===== src/rtl/power_controller.sv =====
// Push-button engine power controller: synchronized, debounced buttons feed a
// four-state FSM (off, arming with blinking LED, on, wait-for-release).
module power_controller #(
  parameter int DEBOUNCE_CYCLES = 2_000_000,
  parameter int HOLD_CYCLES     = 100_000_000,
  parameter int BLINK_CYCLES    = 12_500_000
) (
  input  logic       sys_clk,
  input  logic       rst,
  input  logic [1:0] global_state,
  input  logic       power_on,
  input  logic       power_off,
  input  logic       manual_power,
  output logic       next_power,
  output logic       power_light,
  output logic       arming
);

  localparam int DB_W    = ($clog2(DEBOUNCE_CYCLES + 1) > 1) ? $clog2(DEBOUNCE_CYCLES + 1) : 1;
  localparam int HOLD_W  = ($clog2(HOLD_CYCLES + 1) > 27) ? $clog2(HOLD_CYCLES + 1) : 27;
  localparam int BLINK_W = ($clog2(BLINK_CYCLES + 1) > 24) ? $clog2(BLINK_CYCLES + 1) : 24;

  localparam logic [DB_W-1:0]    DB_LAST    = DB_W'(DEBOUNCE_CYCLES - 1);
  localparam logic [HOLD_W-1:0]  HOLD_LAST  = HOLD_W'(HOLD_CYCLES - 1);
  localparam logic [BLINK_W-1:0] BLINK_LAST = BLINK_W'(BLINK_CYCLES - 1);

  typedef enum logic [1:0] {
    ST_OFF          = 2'b00,
    ST_ARMING       = 2'b01,
    ST_ON           = 2'b10,
    ST_WAIT_RELEASE = 2'b11
  } state_t;

  logic [1:0] btn_raw;
  logic [1:0] btn_db;
  logic       on_db;
  logic       off_db;

  assign btn_raw = {power_off, power_on};
  assign on_db   = btn_db[0];
  assign off_db  = btn_db[1];

  genvar gi;
  generate
    for (gi = 0; gi < 2; gi++) begin : g_btn
      logic [1:0]      sync_q, sync_d;
      logic [DB_W-1:0] cnt_q, cnt_d;
      logic            level_q, level_d;

      // Any cycle where the synchronized level matches the accepted one restarts the count.
      always_comb begin
        sync_d  = {sync_q[0], btn_raw[gi]};
        cnt_d   = '0;
        level_d = level_q;
        if (sync_q[1] != level_q) begin
          if (cnt_q == DB_LAST) begin
            level_d = sync_q[1];
          end else begin
            cnt_d = cnt_q + DB_W'(1);
          end
        end
      end

      always_ff @(posedge sys_clk or posedge rst) begin
        if (rst) begin
          sync_q  <= '0;
          cnt_q   <= '0;
          level_q <= 1'b0;
        end else begin
          sync_q  <= sync_d;
          cnt_q   <= cnt_d;
          level_q <= level_d;
        end
      end

      assign btn_db[gi] = level_q;
    end
  endgenerate

  state_t             state_q, state_d;
  logic [HOLD_W-1:0]  hold_q, hold_d;
  logic [BLINK_W-1:0] blink_q, blink_d;
  logic               off_prev_q, off_prev_d;
  logic               light_q, light_d;
  logic               next_power_q, next_power_d;
  logic               arming_q, arming_d;
  logic               off_rise;

  assign off_rise = off_db && !off_prev_q;

  always_comb begin
    state_d    = state_q;
    hold_d     = hold_q;
    off_prev_d = off_db;
    case (state_q)
      ST_OFF: begin
        if (on_db && !off_db) begin
          state_d = ST_ARMING;
          hold_d  = '0;
        end
      end
      ST_ARMING: begin
        if (off_db) begin
          state_d = ST_WAIT_RELEASE;
        end else if (!on_db) begin
          state_d = ST_OFF;
        end else if (hold_q >= HOLD_LAST) begin
          state_d = ST_ON;
        end else if (hold_q != '1) begin
          hold_d = hold_q + HOLD_W'(1);
        end
      end
      ST_ON: begin
        if (off_rise || (global_state == 2'b00 && !manual_power)) begin
          state_d = ST_WAIT_RELEASE;
        end
      end
      ST_WAIT_RELEASE: begin
        if (!on_db) begin
          state_d = ST_OFF;
        end
      end
      default: state_d = ST_OFF;
    endcase

    // The LED starts lit on entry to arming and flips every BLINK_CYCLES after that.
    blink_d = '0;
    light_d = (state_d == ST_ON);
    if (state_d == ST_ARMING) begin
      if (state_q != ST_ARMING) begin
        light_d = 1'b1;
      end else if (blink_q == BLINK_LAST) begin
        light_d = !light_q;
      end else begin
        light_d = light_q;
        blink_d = blink_q + BLINK_W'(1);
      end
    end

    next_power_d = (state_d == ST_ON);
    arming_d     = (state_d == ST_ARMING);
  end

  always_ff @(posedge sys_clk or posedge rst) begin
    if (rst) begin
      state_q      <= ST_OFF;
      hold_q       <= '0;
      blink_q      <= '0;
      off_prev_q   <= 1'b0;
      light_q      <= 1'b0;
      next_power_q <= 1'b0;
      arming_q     <= 1'b0;
    end else begin
      state_q      <= state_d;
      hold_q       <= hold_d;
      blink_q      <= blink_d;
      off_prev_q   <= off_prev_d;
      light_q      <= light_d;
      next_power_q <= next_power_d;
      arming_q     <= arming_d;
    end
  end

  assign next_power  = next_power_q;
  assign power_light = light_q;
  assign arming      = arming_q;

endmodule


===== config.mk =====
export PLATFORM = sky130hd
export DESIGN_NAME = power_controller
export DESIGN_NICKNAME = d
export VERILOG_FILES = /design/src/rtl/power_controller.sv
export SDC_FILE = /design/constraint.sdc
export NUM_CORES = 1
export LEC_CHECK = 0
export ABC_CLOCK_PERIOD_IN_PS = 7300
export CAP_MARGIN = 25
export CORE_ASPECT_RATIO = 1.1
export CORE_UTILIZATION = 30
export CTS_CLUSTER_DIAMETER = 120
export DETAILED_ROUTE_END_ITERATION = 10
export SLEW_MARGIN = 10
export SYNTH_ARGS = -nofsm -noshare
export SYNTH_HDL_FRONTEND = slang
export SYNTH_SLANG_ARGS = --single-unit

===== constraint.sdc =====
create_clock -name sys_clk -period 7.3 [get_ports sys_clk]
set_input_delay 0.73 -clock sys_clk [delete_from_list [all_inputs] [get_ports sys_clk]]
set_output_delay 0.73 -clock sys_clk [all_outputs]
set_load 0.02 [all_outputs]

==> impl_metrics.prom, run 1 <==
# TYPE chip_impl_metric gauge
chip_impl_info{name="outcome",value="completed"} 1
chip_impl_metric{name="placement_rows",unit=""} 50
chip_impl_metric{name="critPathMaxFanout",unit=""} 26
chip_impl_metric{name="cts_buffers",unit=""} 9
chip_impl_info{name="timing.setup.critical_path_class",value="reg -> reg"} 1
chip_impl_metric{name="die_height",unit="um"} 142
chip_impl_metric{name="use_met1",unit="%"} 16.1
chip_impl_metric{name="grt_antenna_before_repair",unit=""} 0
chip_impl_metric{name="simple_gate_share_of_the_synthesized_area",unit="%"} 28.1
chip_impl_metric{name="detailedPlacementHpwl",unit="um"} 7270
chip_impl_metric{name="cts_hold_repair.buffers",unit=""} 0
chip_impl_metric{name="synthesis.nets",unit=""} 566
chip_impl_metric{name="ir_worst_vdd",unit="V"} 0.000109
chip_impl_info{name="synthMostInstantiatedCell",value="sky130_fd_sc_hd__dfrtp_1"} 1
chip_impl_metric{name="leakage",unit="nW"} 2.42
chip_impl_info{name="slowest_stage",value="sky130_fd_sc_hd__o21ai_2"} 1
chip_impl_metric{name="numPortBuffers",unit=""} 9
chip_impl_metric{name="netlist_area",unit="um2"} 5350
chip_impl_info{name="rsz0062_at_grt",value="no"} 1
chip_impl_metric{name="async_flop_share",unit="%"} 100
chip_impl_metric{name="groute.usage.overall",unit="%"} 13.0
chip_impl_metric{name="dieWidth",unit="um"} 129
chip_impl_metric{name="drv_slew",unit=""} 0
chip_impl_metric{name="num_io_pins",unit=""} 10
chip_impl_metric{name="final.period_utilization",unit="%"} 37.3
chip_impl_info{name="synth.cells.most_frequent",value="sky130_fd_sc_hd__dfrtp_1, sky130_fd_sc_hd__nor2_1, sky130_fd_sc_hd__nand2_1"} 1
chip_impl_info{name="min-delay-path-class",value="reg -> reg"} 1
chip_impl_metric{name="drv.max_cap_violation_count",unit=""} 0
chip_impl_info{name="prevailing_post_synth_register_cell",value="sky130_fd_sc_hd__dfrtp_1"} 1
chip_impl_metric{name="wire_per_inst",unit="um"} 13.4
chip_impl_info{name="cell_family_with_the_largest_share_of_critical_path_delay",value="simple AND/OR/NAND/NOR gates"} 1
chip_impl_metric{name="clk_latency",unit="ns"} 0.35
chip_impl_metric{name="max_freq",unit="GHz"} 0.368
chip_impl_metric{name="synthDominantCellAreaShare",unit="%"} 49.2
chip_impl_metric{name="effective_utilization_at_floorplan",unit="%"} 31.1
chip_impl_info{name="r2r-end",value="hold_q[9]"} 1
chip_impl_metric{name="syn2layout_area_growth",unit="%"} 13.0
chip_impl_info{name="timing.critical_path.from",value="hold_q[0]"} 1
chip_impl_metric{name="synth_cell_types",unit=""} 52
chip_impl_metric{name="ant_nets",unit=""} 0
chip_impl_metric{name="final-hold-violation-count",unit=""} 0
chip_impl_metric{name="timing.max_slew.rel_slack",unit="%"} 49.2
chip_impl_info{name="synth_top_family_by_area",value="simple AND/OR/NAND/NOR gates"} 1
chip_impl_metric{name="synthAdderAreaFrac",unit="%"} 0.936
chip_impl_metric{name="dr_total_vias",unit=""} 4032
chip_impl_metric{name="drt_first_pass_iters",unit=""} 6
chip_impl_info{name="grt_most_used_layer",value="met2"} 1
chip_impl_metric{name="setup_viol",unit=""} 0
chip_impl_metric{name="cts_resized",unit=""} 0
chip_impl_metric{name="comb_power_share",unit="%"} 2.3
chip_impl_metric{name="synth_enable_flop_cells",unit=""} 0
chip_impl_metric{name="num-fill-cells",unit=""} 1717
chip_impl_metric{name="clock_path_buffers",unit=""} 2
chip_impl_metric{name="clkSlewWorstSetupHoldPaths",unit="ns"} 0.07
chip_impl_info{name="post_synth_main_area_contributors",value="sky130_fd_sc_hd__dfrtp_1, sky130_fd_sc_hd__nor2_1, sky130_fd_sc_hd__xor2_1"} 1
chip_impl_metric{name="tns",unit="ns"} 0
chip_impl_metric{name="clock_power_share",unit="%"} 47.3
chip_impl_info{name="whs_endpoint",value="g_btn[0].sync_q[1]"} 1
chip_impl_metric{name="grt_pass1_vias",unit=""} 4022
chip_impl_metric{name="syn_avg_cell_area",unit="um2"} 9.63
chip_impl_metric{name="timing.final.ws_setup",unit="ns"} 4.58
chip_impl_metric{name="pre_cts_ws",unit="ns"} 4.60
chip_impl_metric{name="gp_congestion",unit=""} 0.807
chip_impl_info{name="critPathLaunchType",value="flip-flop"} 1
chip_impl_metric{name="grt_first_pass_wirelength",unit="um"} 19000
chip_impl_info{name="cts_tree",value="built"} 1
chip_impl_metric{name="post_synth_xor_area_fraction",unit="%"} 10.0
chip_impl_info{name="cp-end-kind",value="flip-flop"} 1
chip_impl_metric{name="yosysWarningCount",unit=""} 0
chip_impl_metric{name="viasPerCell",unit=""} 5.05
chip_impl_metric{name="cts.htree.levels",unit=""} 3
chip_impl_metric{name="min_delay_path_depth",unit=""} 0
chip_impl_metric{name="floorplan.core_area",unit="um2"} 17200
chip_impl_metric{name="layout.core_utilization",unit="%"} 35.1
chip_impl_metric{name="p_sw_share",unit="%"} 19.9
chip_impl_metric{name="slowest_delay",unit="ns"} 0.53
chip_impl_metric{name="worst-r2r-setup-slack",unit="ns"} 4.58
chip_impl_metric{name="grt.overflow.total",unit=""} 0
chip_impl_info{name="r2r_start",value="hold_q[0]"} 1
chip_impl_metric{name="layout-drive-gt1-share",unit="%"} 8.50
chip_impl_metric{name="worstPathArrival",unit="ns"} 2.94
chip_impl_metric{name="synth.mux.area_fraction",unit="%"} 1.92
chip_impl_metric{name="cts.sink_count",unit=""} 105
chip_impl_metric{name="globalRouteMet3Util",unit="%"} 2.82
chip_impl_metric{name="die_area",unit="um2"} 18400
chip_impl_metric{name="fin_crit_period",unit="ns"} 2.72
chip_impl_metric{name="gate_count_after_technology_mapping",unit=""} 555
chip_impl_metric{name="cell_internal_pwr",unit="mW"} 0.936
chip_impl_metric{name="drc",unit=""} 0
chip_impl_metric{name="drt-initial-drc-count",unit=""} 202
chip_impl_metric{name="cts.repair_timing.setup_buffer_count",unit=""} 0
chip_impl_metric{name="switching_power",unit="mW"} 0.232
chip_impl_metric{name="synth_compound_area_share",unit="%"} 7.12
chip_impl_metric{name="powerDensity",unit="nW/um2"} 193
chip_impl_metric{name="worst_r2r_path_cells",unit=""} 8
chip_impl_metric{name="share_seq_of_total_power",unit="%"} 50.4
chip_impl_info{name="post-synth-top-area-cell",value="sky130_fd_sc_hd__dfrtp_1"} 1
chip_impl_metric{name="max_slew.worst_pin.slew",unit="ns"} 0.761
chip_impl_metric{name="drt-total-wl",unit="um"} 10700
chip_impl_metric{name="final.setup_skew",unit="ns"} 0.00612
chip_impl_metric{name="yosysSeqAreaShare",unit="%"} 49.2
chip_impl_metric{name="critical_path_required",unit="ns"} 7.52
chip_impl_info{name="hp-start",value="g_btn[0].sync_q[0]"} 1
chip_impl_metric{name="critPathBufInv",unit=""} 1
chip_impl_metric{name="ys_ff_latch",unit=""} 105
chip_impl_info{name="cts_root_buffer",value="sky130_fd_sc_hd__clkbuf_16"} 1
chip_impl_metric{name="met2_usage",unit="%"} 22.2
chip_impl_metric{name="num_antenna_cells",unit=""} 0
chip_impl_metric{name="num-nets-final",unit=""} 572
chip_impl_info{name="crit_chain",value="ha_1 > nand3_1 > nor2_2 > nand4_1 > o21ai_2 > buf_4 > nor4b_1 > mux2i_1"} 1
chip_impl_metric{name="grt_max_degree",unit=""} 82
==> cells by family after synthesis <==
| kind of cell | count (synthesis) |
|---|---|
| compound gates | 56 |
| xor+xnor | 61 |
| fa+ha+maj | 4 |
| buf+inv | 32 |
| flops | 105 |
| mux | 10 |
| simple gates | 287 |
==> registers in the layout, summed over array words and instances (netlist names), 2 cells and up <==
signal / count
g_btn.sync_q: 4
blink_q: 24
state_q: 2
g_btn.cnt_q: 42
hold_q: 27
g_btn.level_q: 2
==> power by group through the flow <==
stage | Sequential, mW | Combinational [mW] | Clock, mW
floorplan | 0.599 | 0.0171 | 0
global placement | 0.600 | 0.0253 | 0
detailed placement | 0.600 | 0.0263 | 0
CTS | 0.589 | 0.0265 | 0.571
global route | 0.589 | 0.0311 | 0.595
finish | 0.589 | 0.0268 | 0.553
==> cells in the final DEF (no fill, tap or decap), drive strengths merged, types with 2 or more instances in the layout <==
master and instances:
a211oi 2, a21oi 18, and2 3, and3 12, and4 10, buf 5
bufinv 3, clkbuf 10, clkdlybuf4s50 9, clkinv 2, dfrtp 105, ha 4
inv 13, mux2 2, mux2i 8, nand2 46, nand3 36, nand3b 3
nand4 21, nor2 90, nor2b 3, nor3 11, nor4 13, nor4b 6
o21ai 9, o31ai 17, or2 13, or3 3, or4 14, xnor2 23
xor2 38
==> stage by stage <==
| step | cell area, um2 | hold WS (ns) | std cells | power [mW] |
|---|---|---|---|---|
| after floorplan | 5350 | 0.331 | 555 | 0.616 |
| after global placement | 5670 | 0.337 | 783 | 0.625 |
| after detailed placement | 5670 | 0.337 | 783 | 0.626 |
| after CTS | 6010 | 0.365 | 798 | 1.19 |
| after global routing | 6040 | 0.376 | 799 | 1.22 |
| final | 6040 | 0.360 | 799 | 1.17 |
==> worst reg2reg max path, stage by stage (launching register included) <==
cell and delay [ns]:
sky130_fd_sc_hd__dfrtp_1 0.41, sky130_fd_sc_hd__ha_1 0.19, sky130_fd_sc_hd__nand3_1 0.17, sky130_fd_sc_hd__nor2_2 0.41, sky130_fd_sc_hd__nand4_1 0.26, sky130_fd_sc_hd__o21ai_2 0.53, sky130_fd_sc_hd__buf_4 0.37, sky130_fd_sc_hd__nor4b_1 0.12
sky130_fd_sc_hd__mux2i_1 0.14
==> how the worst max path moves through the flow <==
stage | slack [ns] | endpoint | cells after the start
CTS | 4.61 | hold_q[9] | 8
global route | 4.37 | hold_q[6] | 8
finish | 4.58 | hold_q[9] | 8
detailed placement | 4.60 | hold_q[6] | 8
global placement | 4.76 | hold_q[9] | 8
floorplan | 3.81 | arming | 1
==> layer usage <==
metal	share of wire (%)	routed length, um
met1	45	4850
met2	51	5460
met3	2.7	287
met4	1.2	125
met5	0	0
==> layout make-up <==
type                       count  area, um2  share of cell area, %
clock buffer                  10        239                   3.96
clock inverter                 5        104                   1.72
inverter                      13       51.3                  0.849
multi-input combinational    418       2580                   42.7
sequential                   105       2630                   43.5
tap                          234        293                   4.85
timing repair buffer          14        148                   2.44
No activity file was read; power rests on OpenSTA's default activity.
==> run 2: changes to the inputs <==
--- a/config.mk
+++ b/config.mk
@@ -5,7 +5,7 @@
 export SDC_FILE = /design/constraint.sdc
 export NUM_CORES = 1
 export LEC_CHECK = 0
-export ABC_CLOCK_PERIOD_IN_PS = 7300
+export ABC_CLOCK_PERIOD_IN_PS = 2300
 export CAP_MARGIN = 25
 export CORE_ASPECT_RATIO = 1.1
 export CORE_UTILIZATION = 30
==> constraint.sdc (replaced) <==
create_clock -name sys_clk -period 2.3 [get_ports sys_clk]
set_input_delay 0.23 -clock sys_clk [delete_from_list [all_inputs] [get_ports sys_clk]]
set_output_delay 0.23 -clock sys_clk [all_outputs]
set_load 0.02 [all_outputs]
==> run 2 against run 1 <==
Critical path depth shrank 2. Sequential share of layout area shrank 0.12 points. Global-route usage is essentially flat. Final cell count grew 0.50%. Fmax grew 25%. Register-to-register slack lost 4.5 ns. Critical path type unchanged. Largest power group unchanged.
==> impl_metrics.prom, run 2 (synthesis gave the netlist of run 1 again) <==
# TYPE chip_impl_metric gauge
chip_impl_metric{name="clkSlewWorstSetupHoldPaths",unit="ns"} 0.07
chip_impl_info{name="rsz0062_at_grt",value="no"} 1
chip_impl_metric{name="slowest_delay",unit="ns"} 0.51
chip_impl_metric{name="effective_utilization_at_floorplan",unit="%"} 31.1
chip_impl_metric{name="clk_latency",unit="ns"} 0.35
chip_impl_metric{name="drt_first_pass_iters",unit=""} 5
chip_impl_info{name="slowest_stage",value="sky130_fd_sc_hd__or4_1"} 1
chip_impl_metric{name="syn2layout_area_growth",unit="%"} 13.3
chip_impl_metric{name="ant_nets",unit=""} 0
chip_impl_metric{name="final_cell_count_no_fill",unit=""} 803
chip_impl_metric{name="clock_power_share",unit="%"} 44.5
chip_impl_metric{name="layout-drive-gt1-share",unit="%"} 8.79
chip_impl_metric{name="placement_rows",unit=""} 50
chip_impl_info{name="critical_path_s_most_frequent_cell",value="sky130_fd_sc_hd__nor3_4"} 1
chip_impl_metric{name="setup_viol",unit=""} 0
chip_impl_metric{name="drt-initial-drc-count",unit=""} 266
chip_impl_metric{name="wire_per_inst",unit="um"} 13.5
chip_impl_metric{name="fin_crit_period",unit="ns"} 2.18
chip_impl_metric{name="cell_internal_pwr",unit="mW"} 2.78
chip_impl_metric{name="finalHoldWorstSlack",unit="ns"} 0.321
chip_impl_metric{name="cts_resized",unit=""} 0
chip_impl_info{name="whs_endpoint",value="g_btn[1].sync_q[0]"} 1
chip_impl_metric{name="drv.max_cap_violation_count",unit=""} 0
chip_impl_info{name="cts_tree",value="built"} 1
chip_impl_metric{name="largest_register_ffs",unit=""} 42
chip_impl_metric{name="critPathBufInv",unit=""} 1
chip_impl_metric{name="max_freq",unit="GHz"} 0.458
chip_impl_metric{name="critPathMaxFanout",unit=""} 32
chip_impl_metric{name="grt.overflow.total",unit=""} 0
chip_impl_info{name="r2r_start",value="hold_q[25]"} 1
chip_impl_metric{name="comb_power_share",unit="%"} 2.3
chip_impl_metric{name="worstPathArrival",unit="ns"} 2.46
chip_impl_info{name="timing.setup.critical_path_class",value="reg -> reg"} 1
chip_impl_metric{name="regArea",unit="um2"} 2630
chip_impl_info{name="critPathLaunchType",value="flip-flop"} 1
chip_impl_info{name="min-delay-path-class",value="in -> reg"} 1
chip_impl_metric{name="max_slew.worst_pin.slew",unit="ns"} 0.598
chip_impl_metric{name="drc",unit=""} 0
chip_impl_metric{name="cts.htree.levels",unit=""} 3
chip_impl_info{name="most_frequent_standard_cell_in_the_layout_excluding_fill_and_tap_cells",value="sky130_fd_sc_hd__dfrtp_1"} 1
chip_impl_metric{name="die_area",unit="um2"} 18400
chip_impl_info{name="cts_root_buffer",value="sky130_fd_sc_hd__clkbuf_16"} 1
chip_impl_metric{name="num-fill-cells",unit=""} 1717
chip_impl_metric{name="final.setup_skew",unit="ns"} 0.0103
chip_impl_info{name="hp-start",value="power_off"} 1
chip_impl_metric{name="cts_hold_repair.buffers",unit=""} 0
chip_impl_metric{name="worst_r2r_path_cells",unit=""} 6
chip_impl_info{name="biggest_registers_after_layout",value="g_btn.cnt_q x42, hold_q x27, blink_q x24"} 1
chip_impl_info{name="regMostFlops",value="g_btn.cnt_q"} 1
chip_impl_metric{name="critical_path_required",unit="ns"} 2.58
chip_impl_info{name="r2r-end",value="hold_q[25]"} 1
chip_impl_metric{name="tns",unit="ns"} 0
chip_impl_metric{name="num-nets-final",unit=""} 576
chip_impl_metric{name="final-hold-violation-count",unit=""} 0
chip_impl_metric{name="leakage",unit="nW"} 2.42
chip_impl_metric{name="dp_cells",unit=""} 788
chip_impl_metric{name="grt_antenna_before_repair",unit=""} 0
chip_impl_info{name="crit_chain",value="or3_4 > nor3_4 > nor3_4 > buf_12 > or4_1 > a21oi_1"} 1
chip_impl_metric{name="cts.sink_count",unit=""} 105
chip_impl_metric{name="clock_path_buffers",unit=""} 2
chip_impl_info{name="cp-end-kind",value="flip-flop"} 1
chip_impl_metric{name="numPortBuffers",unit=""} 9
chip_impl_metric{name="drv_slew",unit=""} 0
chip_impl_metric{name="powerDensity",unit="nW/um2"} 579
chip_impl_metric{name="timing.max_slew.rel_slack",unit="%"} 59.9
chip_impl_metric{name="die_height",unit="um"} 142
chip_impl_metric{name="ir_worst_vdd",unit="V"} 0.000371
chip_impl_metric{name="detailedPlacementHpwl",unit="um"} 7220
chip_impl_metric{name="p_sw_share",unit="%"} 20.8
chip_impl_metric{name="grt_pass1_vias",unit=""} 4160
chip_impl_metric{name="dr_total_vias",unit=""} 4053
chip_impl_metric{name="groute.usage.overall",unit="%"} 13.0
chip_impl_metric{name="worst-r2r-setup-slack",unit="ns"} 0.12
chip_impl_metric{name="drt-total-wl",unit="um"} 10800
chip_impl_metric{name="grt_max_degree",unit=""} 106
chip_impl_metric{name="cts_buffers",unit=""} 9
chip_impl_metric{name="cts.repair_timing.setup_buffer_count",unit=""} 0
chip_impl_info{name="cell_family_with_the_largest_share_of_critical_path_delay",value="simple AND/OR/NAND/NOR gates"} 1
chip_impl_metric{name="multi_input_area",unit="um2"} 2580
chip_impl_metric{name="final.period_utilization",unit="%"} 94.9
chip_impl_metric{name="num_antenna_cells",unit=""} 0
chip_impl_metric{name="dieWidth",unit="um"} 129
chip_impl_metric{name="share_seq_of_total_power",unit="%"} 53.2
chip_impl_metric{name="floorplan.core_area",unit="um2"} 17200
chip_impl_info{name="outcome",value="completed"} 1
chip_impl_metric{name="switching_power",unit="mW"} 0.729
chip_impl_metric{name="viasPerCell",unit=""} 5.05
chip_impl_metric{name="grt_first_pass_wirelength",unit="um"} 19100
chip_impl_metric{name="num_io_pins",unit=""} 10
chip_impl_metric{name="min_delay_path_depth",unit=""} 1
chip_impl_metric{name="gp_congestion",unit=""} 0.815
chip_impl_info{name="commonest_cells_after_routing_fill_and_taps_aside",value="sky130_fd_sc_hd__dfrtp_1, sky130_fd_sc_hd__nor2_1, sky130_fd_sc_hd__nand2_1"} 1
[run 2: layer usage]
layer	track usage, %	wire, um	part of all wire (%)
met1	16.5	5080	47
met2	21.3	5200	48
met3	2.41	303	2.8
met4	6.25	229	2.1
met5	0	0	0
[run 2: power groups by stage]
stage	Sequential, mW	Clock (mW)	Combinational (mW)
CTS	1.87	1.60	0.0858
global route	1.87	1.68	0.0962
floorplan	1.90	0	0.0547
global placement	1.90	0	0.0839
finish	1.87	1.56	0.0810
detailed placement	1.90	0	0.0857
[run 2: how the worst max path moves through the flow]
stage               start         end  cells past startpoint
6_report       hold_q[25]  hold_q[25]                      6
5_1_grt        hold_q[25]  hold_q[25]                      6
4_1_cts        hold_q[25]  hold_q[25]                      6
3_5_place_dp   hold_q[25]  hold_q[25]                      6
3_3_place_gp   hold_q[19]  hold_q[24]                      6
2_1_floorplan  hold_q[25]  hold_q[11]                      7
[run 2: cell type report]
type | instances | share of cell area [%]
Clock buffer | 13 | 4.30
Clock inverter | 2 | 0.620
Inverter | 13 | 0.867
Multi-Input combinational cell | 418 | 42.6
Sequential cell | 105 | 43.4
Tap cell | 234 | 4.83
Timing Repair Buffer | 18 | 3.43
[run 2: worst reg2reg max path, stage by stage, from the launching register on]
cell and delay [ns]:
sky130_fd_sc_hd__dfrtp_1 0.45, sky130_fd_sc_hd__or3_4 0.44, sky130_fd_sc_hd__nor3_4 0.26, sky130_fd_sc_hd__nor3_4 0.09
sky130_fd_sc_hd__buf_12 0.18, sky130_fd_sc_hd__or4_1 0.52, sky130_fd_sc_hd__a21oi_1 0.16
[run 2: stage by stage]
stage	total power, mW	util [%]	cell area (um2)	setup slack [ns]
2_1_floorplan	1.96	-	5350	0.347
3_3_place_gp	1.99	33.5	5760	0.208
3_5_place_dp	1.99	33.5	5760	0.154
4_1_cts	3.56	35.2	6060	0.134
5_1_grt	3.65	35.2	6060	0.0162
6_report	3.51	35.2	6060	0.117
==> patch 1, RTL diff (settings of run 2) <==
The parameter `HOLD_CYCLES` goes from 100_000_000 to 25_000_000.
--- a/src/rtl/power_controller.sv
+++ b/src/rtl/power_controller.sv
@@ -2,7 +2,7 @@
 // four-state FSM (off, arming with blinking LED, on, wait-for-release).
 module power_controller #(
   parameter int DEBOUNCE_CYCLES = 2_000_000,
-  parameter int HOLD_CYCLES     = 100_000_000,
+  parameter int HOLD_CYCLES     = 25_000_000,
   parameter int BLINK_CYCLES    = 12_500_000
 ) (
   input  logic       sys_clk,
Formal check against the unedited RTL: same outputs for any inputs over 10 cycles, from zero or initial values and one cycle with rst high; that may be too few to reach the edited logic, so the function may still have changed.
==> patch 1 against run 2 <==
The flow now finishes with violations (negative setup slack); wire length up 2.8%; first-iteration DRC count shrank 44%; setup slack lost 220 ps; non-clock buffer count rose by 26; combinational power fell by 0.6%; final area is 5.6% higher; total power increased by 4.9%; via count increased by 0.32%; clock power up 12%; worst hold slack worse by 16 ps; sequential cell count did not move; synthesized area down 1.2%.
==> patch 1: results (changes against run 2) <==
critical_path:
  cp_slowest_stage_delay_ps: 530  # was 510 ps
  cp.arrival_ps: 2700  # was 2460 ps
  crit_type: "reg -> reg"  # unchanged
  r2r-start: "hold_q[7]$_DFFE_PP0P_"  # was hold_q[25]$_DFFE_PP0P_
  cp_max_fo: 7  # was 32
logic_synthesis:
  syn_nets: 557  # was 566
  async_flop_share_pct: 100  # unchanged
  yosys.cell_types.count: 49  # was 52
  ys_seq_area_share_pct: 49.7  # was 49.2%
  synth_area_leaders: "dfrtp_1 50%, xor2_1 6.5%, nor2_1 5.7%"  # was dfrtp_1 49%, nor2_1 6.3%, xor2_1 6.2%
  avgSynthCellArea_sq_um: 9.68  # was 9.63 sq um
  ys_top_cells_by_count: "105 x dfrtp_1, 80 x nor2_1, 44 x nand2_1, 39 x xor2_1, 37 x nand3_1"  # was 105 x dfrtp_1, 89 x nor2_1, 46 x nand2_1, 38 x xor2_1, 36 x nand3_1
  yosys_warnings: 0  # unchanged
global_routing:
  grt_antenna_before_repair: 0  # unchanged
  grt_start_max_net_pins: 106  # unchanged
  use_met2_pct: 21.5  # was 21.3%
  grtUsageTotal_pct: 12.6  # was 13.0%
  gr-usage-met1_pct: 15.4  # was 16.5%
  grt_pass1_wl_microns: 18300  # was 19100 microns
  met3_usage_pct: 3.34  # was 2.41%
  grt_pass1_vias: 3974  # was 4160
finish:
  stdcell_count: 827  # was 803
  num_antenna_cells: 0  # unchanged
  drive_above_1_share_pct: 18.0  # was 8.79%
  final_area_sq_um: 6400  # was 6060 sq um
  largestRegisters: "g_btn.cnt_q (42), hold_q (27), blink_q (24)"  # unchanged
  fin_nets: 599  # was 576
  fillers: 1731  # was 1717
clocking:
  insertion_delay_ps: 360
  h-tree-depth: 3  # unchanged
  root_buffer: "clkbuf_16"  # unchanged
  cts.path.max_buffers: 2  # unchanged
  cts_buffers: 9  # unchanged
  clk_pin_slew_ps: 80
placed_design:
  placed_area_sq_um: 5820  # was 5760 sq um
  hpwlAfterDp_microns: 7350  # was 7220 microns
  place_inst: 802  # was 788
  gp_congestion: 0.853  # was 0.815
  io_buffers: 9  # unchanged
  place_ws_ps: -13.9  # was 154 ps
routing:
  num_vias: 4066  # was 4053
  dr.pass1.iters: 4  # was 5
  initialDrtViolationCount: 149  # was 266
  wirelength_microns: 11100  # was 10800 microns
power:
  peakVddDrop_mv: 0.527  # was 0.371 mV
  p_leak_nw: 2.60  # was 2.42 nW
min_path:
  hp-start: "power_on"  # was power_off
  hold_path.class: "in -> reg"  # unchanged
run_status:
  outcome: "complete, but fails checks"  # was complete, no violations
  violations: "negative setup slack"
timing:
  worst_slew_pin_slew_ps: 592  # was 598 ps
  finalSetupViolCount: 10  # was 0
  fin_worst_skew_ps: 6.95  # was 10.3 ps
  setup_slack_ps: -100  # was 117 ps
[patch 1: changes by cell type after synthesis, moves of 5 or more]
cell / run 2 / this run
nor2_1: 89 / 80
or2_2: 13 / 4
o21ai_1: 5 / 0
mux2i_1: 8 / 1
and2_1: 3 / 8
o31ai_1: 17 / 8
or3_1: 2 / 8
nor2_2: 1 / 11
o21ai_0: 3 / 8
[patch 1: area by class of cell]
class / count / area share (%)
flip-flops and latches: 105 / 41.1
inverters: 14 / 0.880
well taps: 234 / 4.57
clock buffers: 9 / 3.52
multi-input cells: 414 / 42.1
repair buffers: 44 / 6.14
clock inverters: 7 / 1.70
[patch 1: worst paths after layout]
check / slack (ps) / to / cells past startpoint
setup / recovery: -100 / hold_q[7]$_DFFE_PP0P_ / 8
hold / removal: 310 / g_btn[0].sync_q[0]$_DFF_PP0_ / 1
setup reg to reg: -100 / hold_q[7]$_DFFE_PP0P_ / 8
hold reg to reg: 360 / g_btn[1].sync_q[1]$_DFF_PP0_ / 0
max in group asynchronous: 1500 / hold_q[17]$_DFFE_PP0P_ / 3
min in group asynchronous: 380 / blink_q[12]$_DFF_PP0_ / 3
[patch 1: kinds of logic after synthesis]
family	share of synthesized area, %
xor gates and xnor gates	10.8
buffers and inverters	2.49
AOI/OAI and AO/OA	7.25
and+or+nand+nor	28.0
DFF	49.7
muxes	0.829
adders and majority gates	0.947
[patch 1: per-layer routing]
metal | vias up | share of wire, %
li1 | 1996 | -
met1 | 1992 | 45
met5 | - | 0
met3 | 16 | 3.2
met4 | 0 | 1.7
met2 | 62 | 50
[patch 1: through the flow]
step	TNS (ps)	hold slack (ps)
3_5_place_dp	-14.2	350
3_3_place_gp	0	335
4_1_cts	-143	296
2_1_floorplan	0	261
5_1_grt	-1370	305
6_report	-504	305
[patch 1: critical path: cells and delay by family, from the launching register on]
family	cells	cell delay [ps]
buffers and inverters	2	270
AND/OR/NAND/NOR	4	1110
flip-flops	1	400
AO/OA/AOI/OAI	2	560
[patch 1: power breakdown]
| group | switching (mW) | leakage, nW | internal, mW | total, mW |
|---|---|---|---|---|
| clock | 0.753 | 0.165 | 0.982 | 1.74 |
| sequential | 0.0111 | 1.45 | 1.86 | 1.87 |
| combinational | 0.0565 | 0.981 | 0.0241 | 0.0805 |
| total | 0.821 | 2.60 | 2.86 | 3.68 |
[patch 1: repair_timing]
action                                 4_1_cts  5_1_grt
setup endpoints to repair                   25       38
endpoints found under the hold margin        0        0
hold buffers                                 0        0
resized for setup                            2       35
pin swaps                                    1       24
setup buffers                                0        6
gates cloned                                 0        3
==> patch 2, RTL diff (flow settings as in run 2) <==
Without the edit above. Take the reset off `hold_q` and load it in a clocked block of its own.
--- a/src/rtl/power_controller.sv
+++ b/src/rtl/power_controller.sv
@@ -144,7 +144,6 @@
   always_ff @(posedge sys_clk or posedge rst) begin
     if (rst) begin
       state_q      <= ST_OFF;
-      hold_q       <= '0;
       blink_q      <= '0;
       off_prev_q   <= 1'b0;
       light_q      <= 1'b0;
@@ -152,7 +151,6 @@
       arming_q     <= 1'b0;
     end else begin
       state_q      <= state_d;
-      hold_q       <= hold_d;
       blink_q      <= blink_d;
       off_prev_q   <= off_prev_d;
       light_q      <= light_d;
@@ -161,6 +159,10 @@
     end
   end
 
+  always_ff @(posedge sys_clk) begin
+    hold_q <= hold_d;
+  end
+
   assign next_power  = next_power_q;
   assign power_light = light_q;
   assign arming      = arming_q;
Check against the original RTL: no difference found for any inputs over 10 cycles, from zero or initial values and one cycle with rst high; that may be too few to reach the edited logic, so the function may still have changed.
==> patch 2 against run 2 <==
Sequential power rose by 3%; count of clock-buffer cells in the layout down 2; total power fell by 0.58%; wire length is 9.0% lower; first-iteration DRC count shrank 27%; synthesized cell count is 4.3% lower; final area is 0.43% lower; synthesized area is 0.19% lower; setup slack gained 81 ps; global-route usage is 1.3 points lower; sequential cell count did not move; largest cell class unchanged.
==> patch 2: results (changes against run 2) <==
placed_design:
  gp_congestion: 0.781  # was 0.815
  placed_area_sq_um: 5740  # was 5760 sq um
  place_ws_ps: 179  # was 154 ps
  place_inst: 769  # was 788
  hpwlAfterDp_microns: 6710  # was 7220 microns
critical_path:
  critical_path.top_delay_family: "compound AO/OA/AOI/OAI gates"  # was simple AND/OR/NAND/NOR gates
  cp_max_fo: 15  # was 32
  slowest_stage: "edfxtp_1"  # was or4_1
  cp_slowest_stage_delay_ps: 450  # was 510 ps
  cp.arrival_ps: 2140  # was 2460 ps
timing:
  worst_slew_pin_slew_ps: 703  # was 598 ps
  fin_worst_skew_ps: 9.11  # was 10.3 ps
global_routing:
  grt_pass1_wl_microns: 17200  # was 19100 microns
  grt_start_max_net_pins: 52  # was 106
  grtUsageTotal_pct: 11.7  # was 13.0%
  grt_pass1_vias: 3723  # was 4160
  gr-usage-met1_pct: 14.3  # was 16.5%
  met3_usage_pct: 3.36  # was 2.41%
  use_met2_pct: 19.6  # was 21.3%
routing:
  initialDrtViolationCount: 193  # was 266
  drtAntennaViolNets: 0  # unchanged
  dr.pass1.iters: 4  # was 5
  wl_per_cell_microns: 12.5  # was 13.5 microns
  post_drt_via_cell_ratio: 4.75  # was 5.05
  wl_met2_microns: 4670  # was 5200 microns
  met1Wirelength_microns: 4750  # was 5080 microns
logic_synthesis:
  ys_top_cells_by_count: "89 x nor2_1, 78 x dfrtp_1, 51 x xnor2_1, 42 x nor3_1, 35 x nand2_1"  # was 105 x dfrtp_1, 89 x nor2_1, 46 x nand2_1, 38 x xor2_1, 36 x nand3_1
  syn_nets: 542  # was 566
  ys_seq_area_share_pct: 51.8  # was 49.2%
  yosys.cell_types.count: 46  # was 52
  async_flop_share_pct: 74.3  # was 100%
  yosys_most_used_dff: "dfrtp_1"  # unchanged
  synth_edf_count: 27  # was 0
  synthCells: 531  # was 555
  synth_area_leaders: "dfrtp_1 37%, edfxtp_1 15%, xnor2_1 8.4%"  # was dfrtp_1 49%, nor2_1 6.3%, xor2_1 6.2%
run_status:
  outcome: "complete, no violations"  # unchanged
finish:
  fin_nets: 557  # was 576
  drive_above_1_share_pct: 8.71  # was 8.79%
  stdcell_count: 785  # was 803
  utilization_pct: 35.1  # was 35.2%
min_path:
  hold_path.class: "in -> async"  # was in -> reg
power:
  peakVddDrop_mv: 0.322  # was 0.371 mV
  p_leak_nw: 2.26  # was 2.42 nW
clocking:
  cts.path.max_buffers: 2  # unchanged
  root_buffer: "clkbuf_16"  # unchanged
patch 2: changes by cell type after synthesis, sizes merged, moves of 9 or more:
| cell | change |
|---|---|
| edfxtp | +27 |
| dfrtp | -27 |
| xnor2 | +28 |
| nand2 | -11 |
| nor3 | +35 |
| a21oi | -12 |
| and3 | -9 |
| o31ai | -17 |
| or4 | -13 |
patch 2: cell type report:
type / count / area [sq um]
Clock buffer: 11 / 253
Clock inverter: 5 / 36.3
Fill cell: 1693 / 11200
Inverter: 18 / 68.8
Multi-Input combinational cell: 392 / 2430
Sequential cell: 105 / 2760
Tap cell: 234 / 293
Timing Repair Buffer: 20 / 185
patch 2: cells by family (layout without fill, tap and decap cells):
logic type | Yosys count | count (layout) | synth area share (%)
simple gates | 283 | 283 | 27.9
flops | 105 | 105 | 51.8
xor+xnor | 84 | 84 | 13.8
buf+inv | 34 | 54 | 2.91
compound gates | 20 | 20 | 2.44
fa+ha+maj | 4 | 4 | 0.938
mux | 1 | 1 | 0.211
patch 2: worst paths after layout:
check                                              from                            to  slack [ps]  cells after the start
min reg2reg                g_btn[1].sync_q[0]$_DFF_PP0_  g_btn[1].sync_q[1]$_DFF_PP0_         370                      0
min in group sys_clk                           power_on  g_btn[0].sync_q[0]$_DFF_PP0_         310                      1
max in group asynchronous                           rst         blink_q[11]$_DFF_PP0_        1350                      4
max                             hold_q[0]$_SDFFCE_PN0P_      hold_q[21]$_SDFFCE_PN0P_         200                      7
min                                                 rst   g_btn[0].cnt_q[8]$_DFF_PP0_         190                      2
max reg2reg                     hold_q[0]$_SDFFCE_PN0P_      hold_q[21]$_SDFFCE_PN0P_         200                      7
patch 2: power by group:
group          internal, mW  switching (mW)
clock network         0.798           0.691
registers              1.92          0.0123
logic                0.0244          0.0490
total                  2.74           0.752
